File: src/rtl/tl_pkg.sv
// Shared field layout, opcodes and FSM state type for the tl_arbiter A/D link.
package tl_pkg;

    localparam int OPC_W  = 3;
    localparam int SRC_W  = 2;
    localparam int ADDR_W = 10;
    localparam int DATA_W = 32;

    localparam int A_OPC_LSB   = 52;
    localparam int A_PARAM_LSB = 49;
    localparam int A_SIZE_LSB  = 46;
    localparam int A_SRC_LSB   = 44;
    localparam int A_ADDR_LSB  = 34;
    localparam int A_DATA_LSB  = 2;
    localparam int A_VALID_BIT = 1;
    localparam int A_READY_BIT = 0;

    localparam int D_OPC_LSB   = 37;
    localparam int D_SRC_LSB   = 35;
    localparam int D_ERR_BIT   = 34;
    localparam int D_DATA_LSB  = 2;
    localparam int D_VALID_BIT = 1;
    localparam int D_READY_BIT = 0;

    localparam logic [OPC_W-1:0] GET      = 3'd4;
    localparam logic [OPC_W-1:0] PUT_FULL = 3'd0;
    localparam logic [OPC_W-1:0] ACK      = 3'd0;
    localparam logic [OPC_W-1:0] ACK_DATA = 3'd1;

    typedef enum logic [1:0] {
        IDLE   = 2'd0,
        ISSUE  = 2'd1,
        WAIT_D = 2'd2
    } state_e;

    // Response opcode a slave would return for a given request opcode.
    function automatic logic [OPC_W-1:0] resp_opcode(input logic [OPC_W-1:0] a_opc);
        return (a_opc == GET) ? ACK_DATA : ACK;
    endfunction

endpackage

File: src/rtl/rr_pick2.sv
// Two-way round-robin picker: one-hot grant from two valids and the last winner.
module rr_pick2 (
    input  logic       valid0_i,
    input  logic       valid1_i,
    input  logic       last_grant_i,
    output logic [1:0] grant_o
);

    // NOTE: every output of a combinational block gets a default first so no latch is inferred.
    always_comb begin
        grant_o = 2'b00;
        case ({valid1_i, valid0_i})
            2'b01:   grant_o = 2'b01;
            2'b10:   grant_o = 2'b10;
            2'b11:   grant_o = last_grant_i ? 2'b01 : 2'b10;
            default: grant_o = 2'b00;
        endcase
    end

endmodule

File: src/rtl/tl_arbiter.sv
// Round-robin two-master / one-slave A/D arbiter, one transaction outstanding.
// Optional WAIT_D timeout with synthetic error response: define TL_ARB_TIMEOUT_EN.
module tl_arbiter
    import tl_pkg::*;
#(
    parameter int A_W            = 55,
    parameter int D_W            = 40,
    parameter int TIMEOUT_CYCLES = 16
) (
    input  logic           clk,
    input  logic           reset,
    input  logic [A_W-1:0] a_channel_m0,
    input  logic [A_W-1:0] a_channel_m1,
    output logic           a_ready_m0,
    output logic           a_ready_m1,
    output logic [D_W-1:0] d_channel_m0,
    output logic [D_W-1:0] d_channel_m1,
    output logic [A_W-1:0] a_channel_s,
    input  logic           a_ready_s,
    input  logic [D_W-1:0] d_channel_s,
    output logic [1:0]     grant,
    output logic           busy
);

    state_e         state_q, state_d;
    logic [1:0]     grant_q, grant_d;
    logic           last_grant_q, last_grant_d;
    logic [A_W-1:0] req_q, req_d;
    logic           a_valid_q, a_valid_d;
    logic           rdy0_q, rdy0_d, rdy1_q, rdy1_d;
    logic [D_W-1:0] dm0_q, dm0_d, dm1_q, dm1_d;
    logic           busy_q;
    logic [1:0]     pick;
    logic           timeout_hit;
    logic [D_W-1:0] synth_d;
    logic [D_W-1:0] resp;
    logic           done;

    rr_pick2 u_pick (
        .valid0_i     (a_channel_m0[A_VALID_BIT]),
        .valid1_i     (a_channel_m1[A_VALID_BIT]),
        .last_grant_i (last_grant_q),
        .grant_o      (pick)
    );

`ifdef TL_ARB_TIMEOUT_EN
    logic [7:0] cnt_q, cnt_d;

    // Counter is zeroed while issuing, so it starts at 0 on the first WAIT_D cycle.
    always_comb begin
        cnt_d = cnt_q;
        if (state_q == ISSUE)       cnt_d = 8'd0;
        else if (state_q == WAIT_D) cnt_d = cnt_q + 8'd1;
    end

    always_ff @(posedge clk or posedge reset) begin
        if (reset) cnt_q <= 8'd0;
        else       cnt_q <= cnt_d;
    end

    assign timeout_hit = (cnt_q == 8'(TIMEOUT_CYCLES - 1));
    assign synth_d     = D_W'({resp_opcode(req_q[A_OPC_LSB +: OPC_W]),
                               req_q[A_SRC_LSB +: SRC_W], 1'b1,
                               {DATA_W{1'b0}}, 1'b1, 1'b0});
`else
    logic [7:0] unused_timeout;
    assign unused_timeout = 8'(TIMEOUT_CYCLES);
    assign timeout_hit    = 1'b0;
    assign synth_d        = '0;
`endif

    always_comb begin
        state_d      = state_q;
        grant_d      = grant_q;
        last_grant_d = last_grant_q;
        req_d        = req_q;
        a_valid_d    = a_valid_q;
        rdy0_d       = 1'b0;
        rdy1_d       = 1'b0;
        dm0_d        = '0;
        dm1_d        = '0;
        resp         = '0;
        done         = 1'b0;

        case (state_q)
            IDLE: begin
                if (pick != 2'b00) begin
                    grant_d   = pick;
                    req_d     = pick[0] ? a_channel_m0 : a_channel_m1;
                    a_valid_d = 1'b1;
                    rdy0_d    = pick[0];
                    rdy1_d    = pick[1];
                    state_d   = ISSUE;
                end
            end
            ISSUE: begin
                if (a_ready_s) begin
                    a_valid_d = 1'b0;
                    state_d   = WAIT_D;
                end
            end
            WAIT_D: begin
                // A real response on the timeout edge takes precedence.
                if (d_channel_s[D_VALID_BIT]) begin
                    resp = {d_channel_s[D_W-1:1], 1'b0};
                    done = 1'b1;
                end else if (timeout_hit) begin
                    resp = synth_d;
                    done = 1'b1;
                end
                if (done) begin
                    dm0_d        = grant_q[0] ? resp : '0;
                    dm1_d        = grant_q[1] ? resp : '0;
                    last_grant_d = grant_q[1];
                    grant_d      = 2'b00;
                    state_d      = IDLE;
                end
            end
            default: state_d = IDLE;
        endcase
    end

    // NOTE: state registers use non-blocking assignments so all of them update from pre-edge values.
    always_ff @(posedge clk or posedge reset) begin
        if (reset) begin
            state_q      <= IDLE;
            grant_q      <= 2'b00;
            last_grant_q <= 1'b1;
            // NOTE: the request holding register is reset too, since it drives a_channel_s directly.
            req_q        <= '0;
            a_valid_q    <= 1'b0;
            rdy0_q       <= 1'b0;
            rdy1_q       <= 1'b0;
            dm0_q        <= '0;
            dm1_q        <= '0;
            busy_q       <= 1'b0;
        end else begin
            state_q      <= state_d;
            grant_q      <= grant_d;
            last_grant_q <= last_grant_d;
            req_q        <= req_d;
            a_valid_q    <= a_valid_d;
            rdy0_q       <= rdy0_d;
            rdy1_q       <= rdy1_d;
            dm0_q        <= dm0_d;
            dm1_q        <= dm1_d;
            busy_q       <= (state_d != IDLE);
        end
    end

    assign a_channel_s  = {req_q[A_W-1:2], a_valid_q, 1'b0};
    assign a_ready_m0   = rdy0_q;
    assign a_ready_m1   = rdy1_q;
    assign d_channel_m0 = dm0_q;
    assign d_channel_m1 = dm1_q;
    assign grant        = grant_q;
    assign busy         = busy_q;

    logic unused_bits;
    assign unused_bits = ^{a_channel_m0[A_READY_BIT], a_channel_m1[A_READY_BIT],
                           d_channel_s[D_READY_BIT], req_q[1:0]};

endmodule
File: config.mk
export PLATFORM = sky130hd
export DESIGN_NAME = tl_arbiter
export DESIGN_NICKNAME = d
export VERILOG_FILES = /design/src/rtl/tl_pkg.sv /design/src/rtl/rr_pick2.sv /design/src/rtl/tl_arbiter.sv
export SDC_FILE = /design/constraint.sdc
export NUM_CORES = 1
export LEC_CHECK = 0
export CORE_MARGIN = 8
export CORE_UTILIZATION = 35
export CTS_BUF_LIST = sky130_fd_sc_hd__clkbuf_4 sky130_fd_sc_hd__clkbuf_8
export DETAILED_ROUTE_END_ITERATION = 10
export GPL_TIMING_DRIVEN = 0
export PLACE_DENSITY = 0.74
export SLEW_MARGIN = 0
export SYNTH_ARGS = -nofsm -noshare
export SYNTH_HDL_FRONTEND = slang
export SYNTH_SLANG_ARGS = --single-unit
File: constraint.sdc
create_clock -name clk -period 9.3 [get_ports clk]
set_clock_uncertainty 0.2 [all_clocks]
set_input_delay 0.93 -clock clk [delete_from_list [all_inputs] [get_ports clk]]
set_output_delay 0.93 -clock clk [all_outputs]
set_load 0.01 [all_outputs]
* Word-level counts from Yosys, hierarchy flattened
Index checks and enable logic that the tools add are counted.
** Cells by class
- Multiplexer cells :: 26
- Reductions and logical operators :: 9
- Equal/unequal tests :: 8
** Operators by type and width (count)
- $mux W40 :: 7
- $mux W55 :: 1
- $mux W2 :: 6
- $pmux W2 S3 :: 2
- $mux W1 :: 8
- $reduce_bool A2 Y1 :: 4
- $eq A2 B2 Y1 const B :: 3
- $ne A2 B2 Y1 const B :: 3
- $reduce_and A3 Y1 :: 2
- $eq A2 B1 Y1 const B :: 2
- $pmux W2 S2 :: 1
- $reduce_and A2 Y1 :: 2
- $logic_not A2 Y1 :: 1
- $pmux W1 S2 :: 1
** Word-level totals
- Input port bits :: 153
- Output and inout port bits :: 140
- Bits in registers :: 144

* Longest topological paths before layout
- Depth in word-level cells :: 6
- Mapped depth :: 5
- Gate-level depth less buffers :: 3

* By module
From an unflattened synthesis, not the netlist that was laid out.
** Unflattened totals
- Cells, all modules :: 379
- Area, all modules :: 5780.5 um^2
** By module, submodules not included
- tl_arbiter :: sequential area each 3504.6 um^2, times used 1, cells an instance 376, area an instance 5761.8 um^2
- rr_pick2 :: sequential area each 0.0 um^2, times used 1, cells an instance 3, area an instance 18.8 um^2

* Worst setup path after synthesis
No wires, ideal clock.
- Path type :: input-to-reg
- Start point :: input a_channel_m1[1]
- End point :: register req_q[10]
- Setup slack :: 7257 ps
- Buffers on the path :: 2
- Setup time :: 126 ps
- Required time :: 8974 ps
- Cell stages on the path :: 5
- Arrival time :: 1717 ps
- Cell sequence :: nand2b_1 and3_1 buf_2 buf_2 a221o_1
** Between the ends
- Longest elaborated chain between the ends :: 4
- Elaborated cells between the ends (all ways) :: 7
** RTL lines
- start: declaration :: line tl_arbiter.sv:13 : input logic [A_W-1:0] a_channel_m1,
- $eq A2 B2 Y1 or $eq A2 B1 Y1 (tied branches) :: line rr_pick2.sv:12 : case ({valid1_i, valid0_i})
- $pmux W2 S3 (*) :: line rr_pick2.sv:12
- $reduce_bool A2 Y1 :: line tl_arbiter.sv:87 : if (pick != 2'b00) begin
- $reduce_and A2 Y1 (no source line)
- end signal: assignment :: line tl_arbiter.sv:141 : req_q <= req_d;
- end: declaration :: line tl_arbiter.sv:28 : logic [A_W-1:0] req_q, req_d;
Every way passes the cells marked *; elsewhere a longest branch is shown, timed or not.
A chain may end at the register's enable or synchronous reset.

* Worst setup path in the final report
- Start point :: register a_valid_q
- End point :: output a_channel_s[1]
** RTL lines
- start: declaration :: line tl_arbiter.sv:29 : logic a_valid_q, a_valid_d;
- start signal: assignment :: line tl_arbiter.sv:142 : a_valid_q <= a_valid_d;
- end: declaration :: line tl_arbiter.sv:18 : output logic [A_W-1:0] a_channel_s,
No word-level cell between the ends.

==> results.md <==
- Total die area: 19,400 um2
- Kind of critical path: reg2out
- Synthesized area per cell: 13.9 um2
- GRT Util Overall: 0.189
- Top FF cell, synth: dfrtp_1
- Setup-failing EPs final: 0
- Endpoints failing hold: 0
- M3 GR Usage: 0.113
- Core area: 15,000 um2
- Global Route met1 Usage: 0.195
- Fillers: 1,187
- Port Buffer Count: 286
- DRT iter0 DRCs: 134
- Vias post-DR: 4,318
- DRT antenna net count: 0
- DR DRC count: 0
- # rows: 45
- Num Clock Sinks: 140
- Synthesized flop and latch total: 140
- Per-cell routed wire length: 20.2 um
- Drt pass-1 iters: 5
- Number of vias per cell: 4.84
- Sequential fraction of the synthesis area: 0.660
- Longest Clk Path Bufs: 2
- TritonCTS clock tree: done
- Net count, final: 844
- Post-synth cell types: 25
- CTS clk-pin slew, worst paths: 80 ps
- Crit start category: register
- Grt ovf: 0
- RePlAce Congestion: 0.789
- Final Max Slew Viols: 0
- Most Crowded Layer GR: met2
- Global-route wire length before repair: 28.2 mm
- Worst Path Required: 8170 ps
- Outcome: finished clean
- # hold bufs at CTS: 0
- Rel. slew slack: 0.472
- FFs w/ async S/R, synth: 1.00
- TNS Setup: 0 ps
- Pwr/cell area: 254 nW/um2
- Die Y-Extent: 139 um
- Max cap viols: 0
- Share of layout cells above drive strength 1: 0.0895
- CTS Buf Count: 17
- Ports: 293
- Setup crit end kind: output pin
- Leakage: 3.91 nW
- Ant. Diodes: 0
- Largest net degree at the start of global routing: 76
- CTS root buffer: clkbuf_8
- YS warnings: 0
- Post-synthesis cell count: 383
- Worst Slack Setup Final: 6670 ps
- HP Class: reg2reg
- Setup WS pre-CTS: 6220 ps
- HPWL after detailed placement: 14.0 mm
- Initial antenna violation count: 0
- Initial Util: 0.353
- Area Overhead vs Synth: 66.7%
- Die width: 139 um
- Period utilisation layout: 0.283
- Vias in the first global route: 4,877
- FMAX: 0.380 GHz
- H-tree Lvls: 4
- GR Util met2: 0.315
- Critical Path AT: 1500 ps
- Crit-path max FO: 2
- VDD IR max: 0.114 mV
- CTS resizes: 0
- Number of synthesized flops with an enable pin: 0
- RSZ-0062 raised after global routing: no
- Final WL: 18.0 mm
- Synth Cell Area: 5310 um2
- Min Tclk post-route: 2630 ps
- Latest clock arrival within the worst-skew pair: 440 ps
- Worst Tran Pin Value: 789 ps
- Util after Layout: 0.589
- Post-CTS setup buffer count: 0
## synth_stat cells, types with 2 or more instances
| cell | count | area, um2 |
|---|---|---|
| a31o_2 | 2 | 17.5 |
| and2_1 | 76 | 475 |
| o21a_1 | 53 | 398 |
| and3_1 | 2 | 12.5 |
| buf_6 | 12 | 135 |
| clkbuf_1 | 12 | 45.0 |
| inv_1 | 3 | 11.3 |
| buf_2 | 6 | 30.0 |
| nand2_1 | 4 | 15.0 |
| buf_4 | 4 | 30.0 |
| dfrtp_1 | 139 | 3480 |
| nor2_1 | 3 | 11.3 |
| nand2b_1 | 2 | 12.5 |
| a221o_1 | 53 | 531 |
| o21ai_0 | 2 | 10.0 |
## critical path, cell delays in order (launching register included)
cell and delay, ps:
dfrtp_1 360, buf_4 100, clkdlybuf4s50_1 600
## placed cells by master (no fill, tap or decap), types with 5 or more instances in the layout
cell	instances
a221o_1	53
and2_1	76
clkbuf_8	18
dfrtp_1	139
buf_2	6
clkdlybuf4s50_1	286
clkinv_4	5
buf_6	12
clkbuf_1	12
o21a_1	53
## through the flow
stage          instance area (um2)  hold WS, ps  cells  power (mW)
2_1_floorplan                 5320          248    385        1.31
3_3_place_gp                  8410          281    859        1.75
4_1_cts                       8850          319    892        2.28
3_5_place_dp                  8450          288    860        1.78
6_report                      8850          301    892        2.25
5_1_grt                       8850          342    892        2.38
## logic make-up (layout without fill, tap and decap cells)
| group | after synthesis | in the layout | share of synthesized area |
|---|---|---|---|
| other | 1 | 3 | 0.000706 |
| flip-flops | 140 | 140 | 0.660 |
| AND/OR/NAND/NOR | 93 | 93 | 0.109 |
| buffers and inverters | 38 | 357 | 0.0483 |
| AO/OA/AOI/OAI | 111 | 111 | 0.181 |
## routing by layer
metal  up-vias  routed length [um]  part of all wire
met1      2085                6630              0.37
met3        26                2240              0.12
met5         -                   0                 0
li1       1983                   -                 -
met4         0                 340             0.019
met2       224                8800              0.49
## layout make-up
class / count / area [um2] / area share
clock buffers: 18 / 248 / 0.0280
well taps: 188 / 235 / 0.0266
plain buffers: 35 / 245 / 0.0277
clock inverters: 14 / 156 / 0.0177
repair buffers: 287 / 2890 / 0.327
flip-flops and latches: 140 / 3500 / 0.396
multi-input cells: 207 / 1560 / 0.176
inverters: 3 / 16.3 / 0.00184
## worst paths after layout
path / from / to / slack [ps] / depth (start not counted)
worst max-delay path: a_valid_q / a_channel_s[1] / 6670 / 2
worst min-delay path: a_valid_q / a_valid_q / 300 / 2
worst max register to register: state_q[0] / d_channel_m0[29] / 7410 / 5
worst min register to register: a_valid_q / a_valid_q / 300 / 2
max in group asynchronous: reset / last_grant_q / 7360 / 3
min in group asynchronous: reset / d_channel_m0[32] / 730 / 2
## state kept, by name, summed over array words and instances (netlist names)
name and count:
grant 2, a_ready_m0 1, busy 1, a_valid_q 1, state_q 2, d_channel_m1 39, last_grant_q 1, req_q 53
a_ready_m1 1, d_channel_m0 39
## power by group
group	leakage [nW]	switching [mW]	internal [mW]
clock	0.204	0.260	0.230
sequential	1.85	0.0796	0.756
combinational	1.86	0.382	0.542
total	3.91	0.721	1.53
Power figures use the tool's default switching activity.
==> RTL change: new RTL, same flow settings <==
Add a define of `TL_ARB_TIMEOUT_EN`.
--- a/src/rtl/tl_arbiter.sv
+++ b/src/rtl/tl_arbiter.sv
@@ -1,5 +1,7 @@
 // Round-robin two-master / one-slave A/D arbiter, one transaction outstanding.
 // Optional WAIT_D timeout with synthetic error response: define TL_ARB_TIMEOUT_EN.
+`define TL_ARB_TIMEOUT_EN
+
 module tl_arbiter
     import tl_pkg::*;
 #(
Function: no difference found for any inputs over 10 cycles, from zero or initial values and one cycle with reset high; that may be too few to reach the edited logic, so the function may still have changed.
==> RTL change against the original RTL <==
- combinational power up 4.4%
- routed wire length up 5.8%
- largest power group unchanged
- synthesized area up 5.5%
- power up 6.2%
- design area up 4.0%
- synthesized cell count up 41%
- sequential cell count up 8
- largest cell class unchanged
- via count up 16%
- die area up 4.9%
- highest routed layer unchanged
- critical path type unchanged
- worst setup slack about the same
==> RTL change: results (changes against the original RTL) <==
| Metric | Value |
|---|---|
| Status | `finished clean` |
| Iteration-0 DRC Markers | `161 (+20%)` |
| Non-clk bufs | `320 (-0.62%)` |
| Most frequent cells after synthesis | `189 x nor2_1, 147 x dfrtp_1, 51 x o22ai_1` |
| Fraction of area in multi-input gates | `18.5% (+0.94 points)` |
| Top post-synthesis cells by area | `dfrtp_1 66%, nor2_1 13%, o22ai_1 5.7%` |
| Largest fanout on the critical path | `5 (+3)` |
| Clock buf/inv share | `4.65% (+0.083 points)` |
| CLK BUF | `17 (-1)` |
| Multi-input gate count | `351 (+70%)` |
| Library cells used by synthesis | `40 (+60%)` |
| CTS sink count | `148 (+5.7%)` |
| Register area | `3700 um^2 (+5.7%)` |
| Avg WL per Cell | `17.7 um (-12%)` |
| DP HPWL | `14.9 mm (+6.7%)` |
| Met1 Usage GRT | `20.9% (+1.5 points)` |
| Vias | `4996 (+16%)` |
| Vias in the first global route | `5292 (+8.5%)` |
| Largest net degree at the start of global routing | `100 (+32%)` |
| Setup WS pre-CTS | `6.48 ns (+0.254 ns)` |
| Final cell count without fillers | `1076 (+21%)` |
| TritonRoute pass-1 iters | `4 (-1)` |
| Layout cells sized above 1 | `7.09% (-1.9 points)` |
| Total GRT Usage | `19.0% (+0.084 points)` |
| Static leakage | `4.05 nW (+3.4%)` |
| Grt met3 use | `8.15% (-3.1 points)` |
| Measured slew at the worst slew-check pin | `0.531 ns (-0.258 ns)` |
| Gate Count Post-Synth | `539 (+41%)` |
| Non-clock buffers, area share | `33.2% (-2.2 points)` |
| First-pass GRT wire length | `29.2 mm (+3.8%)` |
| GR Util met2 | `31.9% (+0.33 points)` |
| Invs w/o clock | `9 (+6)` |
| Register area share after synthesis | `66.1% (+0.11 points)` |
-- RTL change: cell count changes after synthesis, sizes merged, moves of 8 or more --
| cell | change |
|---|---|
| a21oi | +8 |
| a221o | -52 |
| and2 | -75 |
| dfrtp | +8 |
| nand2 | +42 |
| nor2 | +185 |
| o21a | -51 |
| o22ai | +51 |
-- RTL change: stage by stage --
| stage | area (um^2) | hold WS (ns) |
|---|---|---|
| 4_1_cts | 9200 | 0.346 |
| 3_5_place_dp | 8780 | 0.325 |
| 5_1_grt | 9200 | 0.362 |
| 3_3_place_gp | 8740 | 0.318 |
| 6_report | 9200 | 0.342 |
| 2_1_floorplan | 5610 | 0.282 |
-- RTL change: cells by family after synthesis --
| logic type | after synthesis | share of synthesized area, % |
|---|---|---|
| AO/OA/AOI/OAI | 83 | 9.67 |
| adder cells (fa/ha/maj) | 5 | 1.12 |
| buffers and inverters | 42 | 3.60 |
| flip-flops | 148 | 66.1 |
| multiplexers | 6 | 1.09 |
| other | 1 | 0.0669 |
| AND/OR/NAND/NOR | 254 | 18.3 |
-- RTL change: worst paths after layout --
| check | slack [ns] | end | depth (start not counted) | startpoint |
|---|---|---|---|---|
| setup / recovery | 6.67 | grant[1] | 1 | grant[1] |
| hold reg to reg | 0.34 | cnt_q[4] | 2 | cnt_q[4] |
| setup reg to reg | 7.18 | req_q[4] | 7 | state_q[0] |
| min in group asynchronous | 0.68 | req_q[42] | 2 | reset |
| hold / removal | 0.34 | cnt_q[4] | 2 | cnt_q[4] |
| max in group asynchronous | 7.33 | last_grant_q | 3 | reset |
-- RTL change: report_power, final --
part           internal (W)  switching [W]  leakage (nW)  total (W)
logic              0.000479       0.000487          1.95   0.000965
clock network      0.000251       0.000277         0.208   0.000528
registers          0.000800      0.0000938          1.89   0.000894
total               0.00153       0.000857          4.05    0.00239
